<file path="src/rtl/lsu_mem_port_if.sv">
// Pipeline request/response and data-memory bus of the load/store port.
// master = pipeline plus memory side, slave = the port itself.
interface lsu_mem_port_if #(
    parameter int XLEN   = 32,
    parameter int ADDR_W = 32
);
    logic              req_valid;
    logic              req_we;
    logic [1:0]        req_size;
    logic              req_unsigned;
    logic [ADDR_W-1:0] req_addr;
    logic [XLEN-1:0]   req_wdata;
    logic              stall;
    logic              rsp_valid;
    logic [XLEN-1:0]   rsp_rdata;
    logic              misalign;
    logic              timeout;
    logic              mem_en;
    logic              mem_we;
    logic [XLEN/8-1:0] mem_be;
    logic [ADDR_W-1:0] mem_addr;
    logic [XLEN-1:0]   mem_wdata;
    logic [XLEN-1:0]   mem_rdata;
    logic              mem_ack;

    modport master (
        output req_valid, req_we, req_size, req_unsigned, req_addr, req_wdata,
               mem_rdata, mem_ack,
        input  stall, rsp_valid, rsp_rdata, misalign, timeout,
               mem_en, mem_we, mem_be, mem_addr, mem_wdata
    );

    modport slave (
        input  req_valid, req_we, req_size, req_unsigned, req_addr, req_wdata,
               mem_rdata, mem_ack,
        output stall, rsp_valid, rsp_rdata, misalign, timeout,
               mem_en, mem_we, mem_be, mem_addr, mem_wdata
    );
endinterface

</file>
<file path="src/rtl/lsu_mem_port.sv">
// Load/store port: sized, byte-enabled, variable-latency data memory access with
// sign/zero extension, optional ack timeout and pipeline stall while outstanding.

module lsu_lane #(
    parameter int LANE      = 0,
    parameter int NUM_LANES = 4
) (
    input  logic [1:0]             size,
    input  logic [NUM_LANES*8-1:0] wdata,
    output logic [7:0]             lane_byte
);
    // Narrow stores repeat their low bytes so every lane carries the store data.
    always_comb begin
        unique case (size)
            2'b00:   lane_byte = wdata[7:0];
            2'b01:   lane_byte = wdata[(LANE % 2)*8 +: 8];
            2'b10:   lane_byte = wdata[(LANE % 4)*8 +: 8];
            default: lane_byte = wdata[LANE*8 +: 8];
        endcase
    end
endmodule

module lsu_mem_port #(
    parameter int XLEN        = 32,
    parameter int ADDR_W      = 32,
    parameter int TIMEOUT_CYC = 255
) (
    input  logic          clk,
    input  logic          rst,
    lsu_mem_port_if.slave lsu
);
    localparam int NUM_LANES = XLEN / 8;
    localparam int LANE_W    = $clog2(NUM_LANES);
    localparam int CNT_W     = (TIMEOUT_CYC > 0) ? $clog2(TIMEOUT_CYC + 1) : 1;

    localparam logic [1:0] SZ_B = 2'b00, SZ_H = 2'b01, SZ_W = 2'b10;

    typedef enum logic [1:0] {IDLE, BUSY, RESP} state_t;

    typedef struct packed {
        logic [1:0]        size;
        logic              uns;
        logic [LANE_W-1:0] lane;
    } acc_t;

    state_t                    state, state_nxt;
    acc_t                      acc;
    logic [CNT_W-1:0]          cnt;
    logic [LANE_W-1:0]         lane;
    logic                      mis, issue, go_mis, done_ack, done_to;
    logic [NUM_LANES-1:0]      be;
    logic [NUM_LANES-1:0][7:0] wdata_rep;
    logic [XLEN-1:0]           rd_sh, rd_mask, ld_fmt;
    logic                      rd_sgn;

    assign lane = lsu.req_addr[LANE_W-1:0];

    always_comb begin
        unique case (lsu.req_size)
            SZ_B:    mis = 1'b0;
            SZ_H:    mis = lsu.req_addr[0];
            SZ_W:    mis = |lsu.req_addr[1:0];
            default: mis = (XLEN == 32) || (|lsu.req_addr[2:0]);
        endcase
    end

    always_comb begin
        unique case (lsu.req_size)
            SZ_B:    be = NUM_LANES'(1) << lane;
            SZ_H:    be = NUM_LANES'(3) << lane;
            SZ_W:    be = NUM_LANES'(15) << lane;
            default: be = '1;
        endcase
    end

    for (genvar i = 0; i < NUM_LANES; i++) begin : g_lane
        lsu_lane #(.LANE(i), .NUM_LANES(NUM_LANES)) u_lane (
            .size      (lsu.req_size),
            .wdata     (lsu.req_wdata),
            .lane_byte (wdata_rep[i])
        );
    end

    // Extension is an OR with the inverted size mask, so full-width loads ignore uns.
    always_comb begin
        rd_sh   = lsu.mem_rdata >> {acc.lane, 3'b000};
        rd_mask = '1;
        rd_sgn  = rd_sh[XLEN-1];
        unique case (acc.size)
            SZ_B:    begin rd_mask = XLEN'(8'hFF);         rd_sgn = rd_sh[7];  end
            SZ_H:    begin rd_mask = XLEN'(16'hFFFF);      rd_sgn = rd_sh[15]; end
            SZ_W:    begin rd_mask = XLEN'(32'hFFFF_FFFF); rd_sgn = rd_sh[31]; end
            default: begin rd_mask = '1;                   rd_sgn = rd_sh[XLEN-1]; end
        endcase
        ld_fmt = (rd_sh & rd_mask) | ((rd_sgn && !acc.uns) ? ~rd_mask : '0);
    end

    always_comb begin
        state_nxt = state;
        issue     = 1'b0;
        go_mis    = 1'b0;
        done_ack  = 1'b0;
        done_to   = 1'b0;
        unique case (state)
            IDLE: if (lsu.req_valid) begin
                if (mis) begin go_mis = 1'b1; state_nxt = RESP; end
                else     begin issue  = 1'b1; state_nxt = BUSY; end
            end
            BUSY: if (lsu.mem_ack) begin
                done_ack  = 1'b1;
                state_nxt = RESP;
            end else if (TIMEOUT_CYC > 0 && cnt == CNT_W'(TIMEOUT_CYC - 1)) begin
                done_to   = 1'b1;
                state_nxt = RESP;
            end
            default: state_nxt = IDLE;
        endcase
    end

    assign lsu.stall     = rst && ((state == IDLE && lsu.req_valid) || state == BUSY);
    assign lsu.rsp_valid = (state == RESP);

    always_ff @(posedge clk) begin
        if (!rst) state <= IDLE;
        else      state <= state_nxt;
    end

    always_ff @(posedge clk) begin
        if (!rst) begin
            acc           <= '0;
            cnt           <= '0;
            lsu.mem_en    <= 1'b0;
            lsu.mem_we    <= 1'b0;
            lsu.mem_be    <= '0;
            lsu.mem_addr  <= '0;
            lsu.mem_wdata <= '0;
            lsu.rsp_rdata <= '0;
            lsu.misalign  <= 1'b0;
            lsu.timeout   <= 1'b0;
        end else begin
            lsu.misalign <= go_mis;
            lsu.timeout  <= done_to;
            if (issue) begin
                acc           <= '{size: lsu.req_size, uns: lsu.req_unsigned, lane: lane};
                cnt           <= '0;
                lsu.mem_en    <= 1'b1;
                lsu.mem_we    <= lsu.req_we;
                lsu.mem_be    <= be;
                lsu.mem_addr  <= lsu.req_addr & ~ADDR_W'(NUM_LANES - 1);
                lsu.mem_wdata <= wdata_rep;
            end else if (state == BUSY && cnt != '1) begin
                cnt <= cnt + CNT_W'(1);
            end
            if (done_ack || done_to) begin
                lsu.mem_en <= 1'b0;
                lsu.mem_we <= 1'b0;
            end
            if (go_mis || done_to) lsu.rsp_rdata <= '0;
            else if (done_ack)     lsu.rsp_rdata <= lsu.mem_we ? '0 : ld_fmt;
        end
    end
endmodule

</file>
<file path="src/flat_wrapper.sv">
// flat-port wrapper written by rule: the top's interface ports become plain ports
module lsu_mem_port_flat 
#(
    parameter int XLEN        = 32,
    parameter int ADDR_W      = 32,
    parameter int TIMEOUT_CYC = 255
)
  (clk, rst, lsu_req_valid, lsu_req_we, lsu_req_size, lsu_req_unsigned, lsu_req_addr, lsu_req_wdata, lsu_mem_rdata, lsu_mem_ack, lsu_stall, lsu_rsp_valid, lsu_rsp_rdata, lsu_misalign, lsu_timeout, lsu_mem_en, lsu_mem_we, lsu_mem_be, lsu_mem_addr, lsu_mem_wdata);
  lsu_mem_port_if #(.XLEN(XLEN), .ADDR_W(ADDR_W)) lsu_i ();
  input  logic clk;
  input  logic rst;
  input wire logic [$bits(lsu_i.req_valid)-1:0] lsu_req_valid;
  input wire logic [$bits(lsu_i.req_we)-1:0] lsu_req_we;
  input wire logic [$bits(lsu_i.req_size)-1:0] lsu_req_size;
  input wire logic [$bits(lsu_i.req_unsigned)-1:0] lsu_req_unsigned;
  input wire logic [$bits(lsu_i.req_addr)-1:0] lsu_req_addr;
  input wire logic [$bits(lsu_i.req_wdata)-1:0] lsu_req_wdata;
  input wire logic [$bits(lsu_i.mem_rdata)-1:0] lsu_mem_rdata;
  input wire logic [$bits(lsu_i.mem_ack)-1:0] lsu_mem_ack;
  output wire logic [$bits(lsu_i.stall)-1:0] lsu_stall;
  output wire logic [$bits(lsu_i.rsp_valid)-1:0] lsu_rsp_valid;
  output wire logic [$bits(lsu_i.rsp_rdata)-1:0] lsu_rsp_rdata;
  output wire logic [$bits(lsu_i.misalign)-1:0] lsu_misalign;
  output wire logic [$bits(lsu_i.timeout)-1:0] lsu_timeout;
  output wire logic [$bits(lsu_i.mem_en)-1:0] lsu_mem_en;
  output wire logic [$bits(lsu_i.mem_we)-1:0] lsu_mem_we;
  output wire logic [$bits(lsu_i.mem_be)-1:0] lsu_mem_be;
  output wire logic [$bits(lsu_i.mem_addr)-1:0] lsu_mem_addr;
  output wire logic [$bits(lsu_i.mem_wdata)-1:0] lsu_mem_wdata;
  assign lsu_i.req_valid = lsu_req_valid;
  assign lsu_i.req_we = lsu_req_we;
  assign lsu_i.req_size = lsu_req_size;
  assign lsu_i.req_unsigned = lsu_req_unsigned;
  assign lsu_i.req_addr = lsu_req_addr;
  assign lsu_i.req_wdata = lsu_req_wdata;
  assign lsu_i.mem_rdata = lsu_mem_rdata;
  assign lsu_i.mem_ack = lsu_mem_ack;
  assign lsu_stall = lsu_i.stall;
  assign lsu_rsp_valid = lsu_i.rsp_valid;
  assign lsu_rsp_rdata = lsu_i.rsp_rdata;
  assign lsu_misalign = lsu_i.misalign;
  assign lsu_timeout = lsu_i.timeout;
  assign lsu_mem_en = lsu_i.mem_en;
  assign lsu_mem_we = lsu_i.mem_we;
  assign lsu_mem_be = lsu_i.mem_be;
  assign lsu_mem_addr = lsu_i.mem_addr;
  assign lsu_mem_wdata = lsu_i.mem_wdata;
  lsu_mem_port #(.XLEN(XLEN), .ADDR_W(ADDR_W), .TIMEOUT_CYC(TIMEOUT_CYC)) u_core (.clk(clk), .rst(rst), .lsu(lsu_i));
endmodule
</file>
<file path="config.mk">
export PLATFORM = sky130hd
export DESIGN_NAME = lsu_mem_port_flat
export DESIGN_NICKNAME = d
export VERILOG_FILES = /design/src/rtl/lsu_mem_port_if.sv /design/src/rtl/lsu_mem_port.sv /design/src/flat_wrapper.sv
export SDC_FILE = /design/constraint.sdc
export NUM_CORES = 1
export LEC_CHECK = 0
export CAP_MARGIN = 20
export CELL_PAD_IN_SITES_DETAIL_PLACEMENT = 1
export CELL_PAD_IN_SITES_GLOBAL_PLACEMENT = 2
export CORE_MARGIN = 10
export CORE_UTILIZATION = 25
export DETAILED_ROUTE_END_ITERATION = 6
export PLACE_DENSITY_LB_ADDON = 0.1
export SLEW_MARGIN = 20
export SYNTH_ARGS = -nofsm -noshare
export SYNTH_HDL_FRONTEND = slang
export SYNTH_HIERARCHICAL = 1
export SYNTH_SLANG_ARGS = --single-unit
</file>
<file path="constraint.sdc">
create_clock -name clk -period 2.31 [get_ports clk]
set_clock_uncertainty 0.05 [all_clocks]
set_input_delay 0.3465 -clock clk [delete_from_list [all_inputs] [get_ports clk]]
set_output_delay 0.3465 -clock clk [all_outputs]
set_load 0.02 [all_outputs]
</file>
* After elaboration in Yosys (flattened, before gate mapping)
Cells that the tools add are included. W data, S select, Z words.
Storage, ports and cells: register bits 117, input bits 104, output and inout bits 106, word-level logic and storage cells 73
Operators by class: $add $sub $neg 1, equal/unequal tests 9, shift operators 4, mux-type cells 25, bitwise gates (word level) 4, reduce and logical (&&, ||, !) cells 17
Operator list (number):
- $mux W32 | 2
- $pmux W32 S2 | 1
- $and A32 B32 Y32 | 1
- $not A32 Y32 | 1
- $or A32 B32 Y32 | 1
- $shr A32 B5 Y32 | 1
- $mux W8 | 2
- $pmux W8 S2 | 1
- $pmux W4 S3 | 1
- $mux W1 | 11
- $reduce_or A2 Y1 | 5
- $add A8 B1 Y8 const B | 1
- $eq A8 B8 Y1 const B | 1
- $mux W2 | 4
- $ne A8 B8 Y1 const B | 1
- $eq A2 B1 Y1 const B | 3
- $logic_not A2 Y1 | 3
- $eq A2 B2 Y1 const B | 2
- $logic_and A1 B1 Y1 | 4
- $pmux W2 S2 | 1
- $shl A1 B2 Y4 const A | 1
- $shl A2 B2 Y4 const A | 1
- $shl A4 B2 Y4 const A | 1
- $logic_or A1 B1 Y1 | 3
- 7 further kinds | 7

* Logic depth before layout (Yosys ltp)
depth after elaboration 7, mapped depth 8, mapped depth without buffers 6

* By module
The synthesis kept the hierarchy.
By module, submodules not included:
- lsu_mem_port | instances 1, cells each 573, area an instance 5159.9 um2
- lsu_lane at u_core.g_lane[3].u_lane | instances 1, cells each 26, area an instance 172.7 um2
- lsu_lane at u_core.g_lane[2].u_lane | instances 1, cells each 9, area an instance 131.4 um2
- lsu_lane at u_core.g_lane[1].u_lane | instances 1, cells each 9, area an instance 101.3 um2
- lsu_lane at u_core.g_lane[0].u_lane | instances 1, cells each 8, area an instance 60.1 um2

* Worst setup path after synthesis
OpenSTA, ideal clock, no wires.
path kind input to register, start in lsu_req_size[0], end reg u_core/lsu.mem_be[2] (netlist bit), data arrival time 1.732 ns, data required time 2.140 ns, setup slack 0.408 ns, cell stages on the path 8, buffers on the path 2, cell sequence inv_1 ha_1 or2_2 a211o_1 clkbuf_1 buf_2 nor3_1 nor3b_1
Between the ends: cells in the longest elaborated chain, start to end 5, elaborated cells between the ends (all ways) 8, classes of those cells 2 x eq/ne; 5 x mux; 1 x reduce/logical
RTL lines:
- start, declared | RTL line flat_wrapper.sv:14 | input wire logic [$bits(lsu_i.req_size)-1:0] lsu_req_size;
- $eq A2 B2 Y1, or another cell as far along | RTL line lsu_mem_port.sv:59, lsu_mem_port.sv:68
- $pmux W1 S3 | RTL line lsu_mem_port.sv:59 | unique case (lsu.req_size)
- $mux W1 | RTL line lsu_mem_port.sv:106 | if (mis) begin go_mis = 1'b1; state_nxt = RESP; end
- $mux W1 | RTL line lsu_mem_port.sv:105 | IDLE: if (lsu.req_valid) begin
- $mux W1 | RTL line lsu_mem_port.sv:104 | unique case (state)
- end signal, assigned | RTL line lsu_mem_port.sv:134 | lsu.mem_be <= '0;
- end signal, assigned | RTL line lsu_mem_port.sv:148 | lsu.mem_be <= be;
- end, declared | RTL line lsu_mem_port_if.sv:37 | mem_en, mem_we, mem_be, mem_addr, mem_wdata
Several ways; a longest one is shown, not always the timed one. A chain may end at the register's enable or synchronous reset.

* Worst setup path after layout
start in lsu_req_size[0], end reg u_core/lsu.mem_wdata[12] (netlist bit)
Between the ends: cells in the longest elaborated chain, start to end 5, elaborated cells between the ends (all ways) 8, classes of those cells 2 x eq/ne; 5 x mux; 1 x reduce/logical
RTL lines:
- $eq A2 B2 Y1, or another cell as far along | RTL line lsu_mem_port.sv:59
- $pmux W1 S3 | RTL line lsu_mem_port.sv:59
- $mux W1 | RTL line lsu_mem_port.sv:106
- $mux W1 | RTL line lsu_mem_port.sv:105
- $mux W1 | RTL line lsu_mem_port.sv:104
- end signal, assigned | RTL line lsu_mem_port.sv:150 | lsu.mem_wdata <= wdata_rep;
- end, declared | RTL line lsu_mem_port_if.sv:37
Several ways; a longest one is shown, not always the timed one.

==> impl_metrics.prom <==
# TYPE chip_impl_metric gauge
chip_impl_info{name="run_status",value="finished clean"} 1
chip_impl_info{name="startpoint_type",value="input pin"} 1
chip_impl_metric{name="ctsHtreeMaxLevel",unit=""} 4
chip_impl_info{name="rr_startpoint",value="u_core/state[0]"} 1
chip_impl_metric{name="die_width",unit="um"} 170
chip_impl_info{name="critical_path.startpoint",value="lsu_req_size[0]"} 1
chip_impl_metric{name="drt_first_iter_violations",unit=""} 183
chip_impl_metric{name="final_nets",unit=""} 928
chip_impl_metric{name="timing.max_slew.rel_slack",unit="%"} 54.3
chip_impl_metric{name="port_buffers",unit=""} 207
chip_impl_metric{name="synthArstFlopShare",unit="%"} 0
chip_impl_info{name="crit_path_capture_type",value="register"} 1
chip_impl_metric{name="wirelength",unit="um"} 20700
chip_impl_metric{name="globalplace.congestion",unit=""} 0.803
chip_impl_metric{name="static_leakage_power",unit="uW"} 0.00305
chip_impl_metric{name="postLayoutCellArea",unit="sq um"} 8610
chip_impl_metric{name="detailedPlacementHpwl",unit="um"} 15600
chip_impl_info{name="timing_worst_setup_path_type",value="in2reg"} 1
chip_impl_metric{name="die_area",unit="sq um"} 28900
chip_impl_info{name="timing.hold.worst_endpoint",value="u_core/lsu.mem_addr[31]"} 1
chip_impl_metric{name="die_height",unit="um"} 170
chip_impl_metric{name="finalSetupViolations",unit=""} 0
chip_impl_metric{name="yosys_warning_count",unit=""} 6
chip_impl_metric{name="drive_gt1_share",unit="%"} 12.7
chip_impl_metric{name="source_to_sink_clock_delay_at_the_later_pin_of_the_worst_skew_pair",unit="ns"} 0.40
chip_impl_metric{name="wl_per_cell",unit="um"} 18.6
chip_impl_metric{name="tightest_slew",unit="ns"} 0.686
chip_impl_metric{name="totalPowerFinal",unit="uW"} 6080
chip_impl_metric{name="first_pass_iters",unit=""} 4
chip_impl_metric{name="critical-path-max-stage-delay",unit="ns"} 0.53
chip_impl_metric{name="use_met3",unit="%"} 6.59
chip_impl_metric{name="initial_utilization",unit="%"} 25.6
chip_impl_metric{name="post_cts_buffers",unit=""} 0
chip_impl_info{name="tritoncts",value="built"} 1
chip_impl_metric{name="growth_of_design_area_from_synthesis_to_finish",unit="%"} 53.1
chip_impl_metric{name="pd_cells",unit="nW/um^2"} 706
chip_impl_metric{name="num_vias",unit=""} 5216
chip_impl_info{name="crit-reg2reg-capture",value="u_core/lsu.rsp_rdata[31]"} 1
chip_impl_metric{name="r2r_cell_count",unit=""} 4
chip_impl_metric{name="critPathMaxFanout",unit=""} 22
chip_impl_metric{name="antenna_left",unit=""} 0
chip_impl_metric{name="syn_area_per_cell",unit="sq um"} 9.00
chip_impl_metric{name="synth_edf_count",unit=""} 0
chip_impl_info{name="series_of_cell_instances_along_the_critical_path",value="clkdlybuf4s50_1, inv_1, ha_1, or2_2, a211o_2, buf_4, nand2_1, a21boi_1"} 1
chip_impl_metric{name="use_met1",unit="%"} 15.9
chip_impl_metric{name="cts_inserted_buffers",unit=""} 17
chip_impl_info{name="hp-start",value="u_core/lsu.mem_addr[31]"} 1
chip_impl_metric{name="worst_setup_hold_path_clk_slew",unit="ns"} 0.05
chip_impl_info{name="mostFrequentLayoutCell",value="sky130_fd_sc_hd__clkdlybuf4s50_1"} 1
chip_impl_metric{name="hold_buffers",unit=""} 0
chip_impl_metric{name="clock-sinks",unit=""} 117
chip_impl_metric{name="core-area",unit="sq um"} 22000
chip_impl_metric{name="clock.fmax",unit="GHz"} 0.479
chip_impl_metric{name="grt_pass1_wl",unit="um"} 32200
chip_impl_metric{name="power.ir.vdd_worst",unit="mV"} 0.454
chip_impl_metric{name="placed_cell_areas",unit="sq um"} 8000
chip_impl_metric{name="hold_viol_final",unit=""} 0
chip_impl_metric{name="global_route.usage.met2",unit="%"} 23.3
chip_impl_info{name="timing.critical_path.slowest_stage_cell",value="sky130_fd_sc_hd__clkdlybuf4s50_1"} 1
chip_impl_metric{name="critical_path_arrival",unit="ns"} 2.33
chip_impl_info{name="root_buffer_cell",value="sky130_fd_sc_hd__clkbuf_16"} 1
chip_impl_metric{name="grt_antenna_before_repair",unit=""} 1
chip_impl_metric{name="synthDistinctLibCells",unit=""} 52
chip_impl_metric{name="report.final.slew_viol_count",unit=""} 0
chip_impl_metric{name="post_synth_inst_count",unit=""} 625
chip_impl_info{name="setup_repair_after_global_routing_missed_its_margin",value="no"} 1
chip_impl_metric{name="grt_overflow",unit=""} 0
chip_impl_info{name="dominantRegCellSynth",value="sky130_fd_sc_hd__dfxtp_1"} 1
chip_impl_metric{name="io-pin-count",unit=""} 210
chip_impl_info{name="critPathTopFamily",value="buffers and inverters"} 1
chip_impl_metric{name="cp.required",unit="ns"} 2.55
chip_impl_metric{name="remaining_drc_errors",unit=""} 0
chip_impl_metric{name="max_cap_viol_count",unit=""} 0
chip_impl_metric{name="num_rows",unit=""} 54
chip_impl_metric{name="grt_pass1_vias",unit=""} 5660
chip_impl_metric{name="cp_num_buf_inv",unit=""} 3
chip_impl_info{name="busiest_layer",value="met2"} 1
chip_impl_metric{name="final.min_clock_period",unit="ns"} 2.09
chip_impl_metric{name="ys_ff_latch",unit=""} 117
chip_impl_metric{name="syn-cell-area",unit="sq um"} 5630
chip_impl_metric{name="cts_repair_resize_count",unit=""} 1
chip_impl_metric{name="sequential_area_share_after_synthesis",unit="%"} 41.6
chip_impl_metric{name="gr-usage-all-layers",unit="%"} 14.1
chip_impl_metric{name="timing.final.crit_share",unit="%"} 90.4
chip_impl_metric{name="clock_tree.buffer_depth",unit=""} 2
chip_impl_metric{name="grt_max_degree",unit=""} 78
chip_impl_metric{name="detail_route.vias_per_cell",unit=""} 4.70
chip_impl_info{name="most-common-layout-cells",value="205 x sky130_fd_sc_hd__clkdlybuf4s50_1, 150 x sky130_fd_sc_hd__nand2_1, 117 x sky130_fd_sc_hd__dfxtp_1, 68 x sky130_fd_sc_hd__a21boi_1, 32 x sky130_fd_sc_hd__nor2_1"} 1
chip_impl_metric{name="ff2ff_setup_slack",unit="ns"} 0.33
chip_impl_metric{name="holdPathStages",unit=""} 2
chip_impl_info{name="timing.hold.worst.class",value="reg2reg"} 1
## power by group
group / internal (uW) / switching [uW] / total [uW]
Sequential: 2130 / 68.8 / 2190
Combinational: 579 / 566 / 1150
Clock: 1800 / 943 / 2740
## area by class of cell
class | count | area, sq um
Antenna cell | 1 | 2.50
Clock buffer | 22 | 484
Clock inverter | 8 | 124
Fill cell | 2518 | 13300
Inverter | 5 | 18.8
Multi-Input combinational cell | 444 | 2940
Sequential cell | 117 | 2340
Tap cell | 280 | 350
Timing Repair Buffer | 233 | 2350
## routing by layer
metal	vias up	routed length (um)
li1	2556	-
met1	2480	8680
met2	161	9680
met3	19	2070
met4	0	259
met5	-	0
## synthesized netlist by cell type, types with 9 or more instances
master / number / share of area (%)
sky130_fd_sc_hd__clkbuf_1: 27 / 1.8
sky130_fd_sc_hd__dfxtp_1: 117 / 42
sky130_fd_sc_hd__nand2_1: 150 / 10
sky130_fd_sc_hd__a21oi_1: 9 / 0.80
sky130_fd_sc_hd__o211ai_1: 9 / 1.2
sky130_fd_sc_hd__a22oi_1: 24 / 3.2
sky130_fd_sc_hd__nand3b_1: 10 / 1.3
sky130_fd_sc_hd__buf_4: 19 / 2.5
sky130_fd_sc_hd__nor2_1: 32 / 2.1
sky130_fd_sc_hd__mux2i_1: 16 / 2.8
sky130_fd_sc_hd__a21oi_2: 10 / 1.6
sky130_fd_sc_hd__mux2_2: 16 / 3.2
sky130_fd_sc_hd__a21boi_1: 68 / 9.1
## flip-flops by register name, summed over array words and instances, names as in the netlist
register	cells
u_core/lsu.mem_addr	30
u_core/lsu.mem_we	1
u_core/state	2
u_core/lsu.mem_en	1
u_core/cnt	8
u_core/acc	5
u_core/lsu.rsp_rdata	32
u_core/lsu.mem_wdata	32
u_core/lsu.mem_be	4
u_core/lsu.misalign	1
u_core/lsu.timeout	1
## through the flow
stage | worst slack [ns] | hold slack [ns] | setup TNS, ns | util [%] | cells
CTS | 0.196 | 0.406 | 0 | 39.2 | 1109
floorplan | 0.408 | 0.398 | 0 | - | 626
global placement | -0.165 | 0.391 | -11.61 | 36.4 | 1079
finish | 0.223 | 0.401 | 0 | 39.2 | 1110
global route | 0.112 | 0.420 | 0 | 39.2 | 1109
detailed placement | -0.222 | 0.397 | -16.82 | 36.4 | 1079
## cell families after synthesis
| logic type | share of synthesized area [%] |
|---|---|
| compound gates | 20.3 |
| xor+xnor | 0.934 |
| buf+inv | 6.41 |
| simple gates | 17.9 |
| mux | 11.4 |
| fa+ha+maj | 1.33 |
| flops | 41.6 |
| other cells | 0.0667 |
## worst reg2reg max path: stages (launching register included)
cell and delay [ns]:
sky130_fd_sc_hd__dfxtp_1 0.50, sky130_fd_sc_hd__and4bb_1 0.40, sky130_fd_sc_hd__nand2_1 0.08, sky130_fd_sc_hd__or4_4 0.69
sky130_fd_sc_hd__a21oi_1 0.19
## how the worst max path moves through the flow
stage / to / cells after the start / slack (ns)
2_1_floorplan: u_core/lsu.mem_be[2] / 8 / 0.41
3_3_place_gp: u_core/lsu.mem_wdata[14] / 8 / -0.16
3_5_place_dp: u_core/lsu.mem_wdata[6] / 8 / -0.22
4_1_cts: lsu_stall / 3 / 0.20
5_1_grt: u_core/lsu.mem_wdata[6] / 8 / 0.11
6_report: u_core/lsu.mem_wdata[12] / 8 / 0.22
Note: power is estimated with default switching activity, not from simulation.
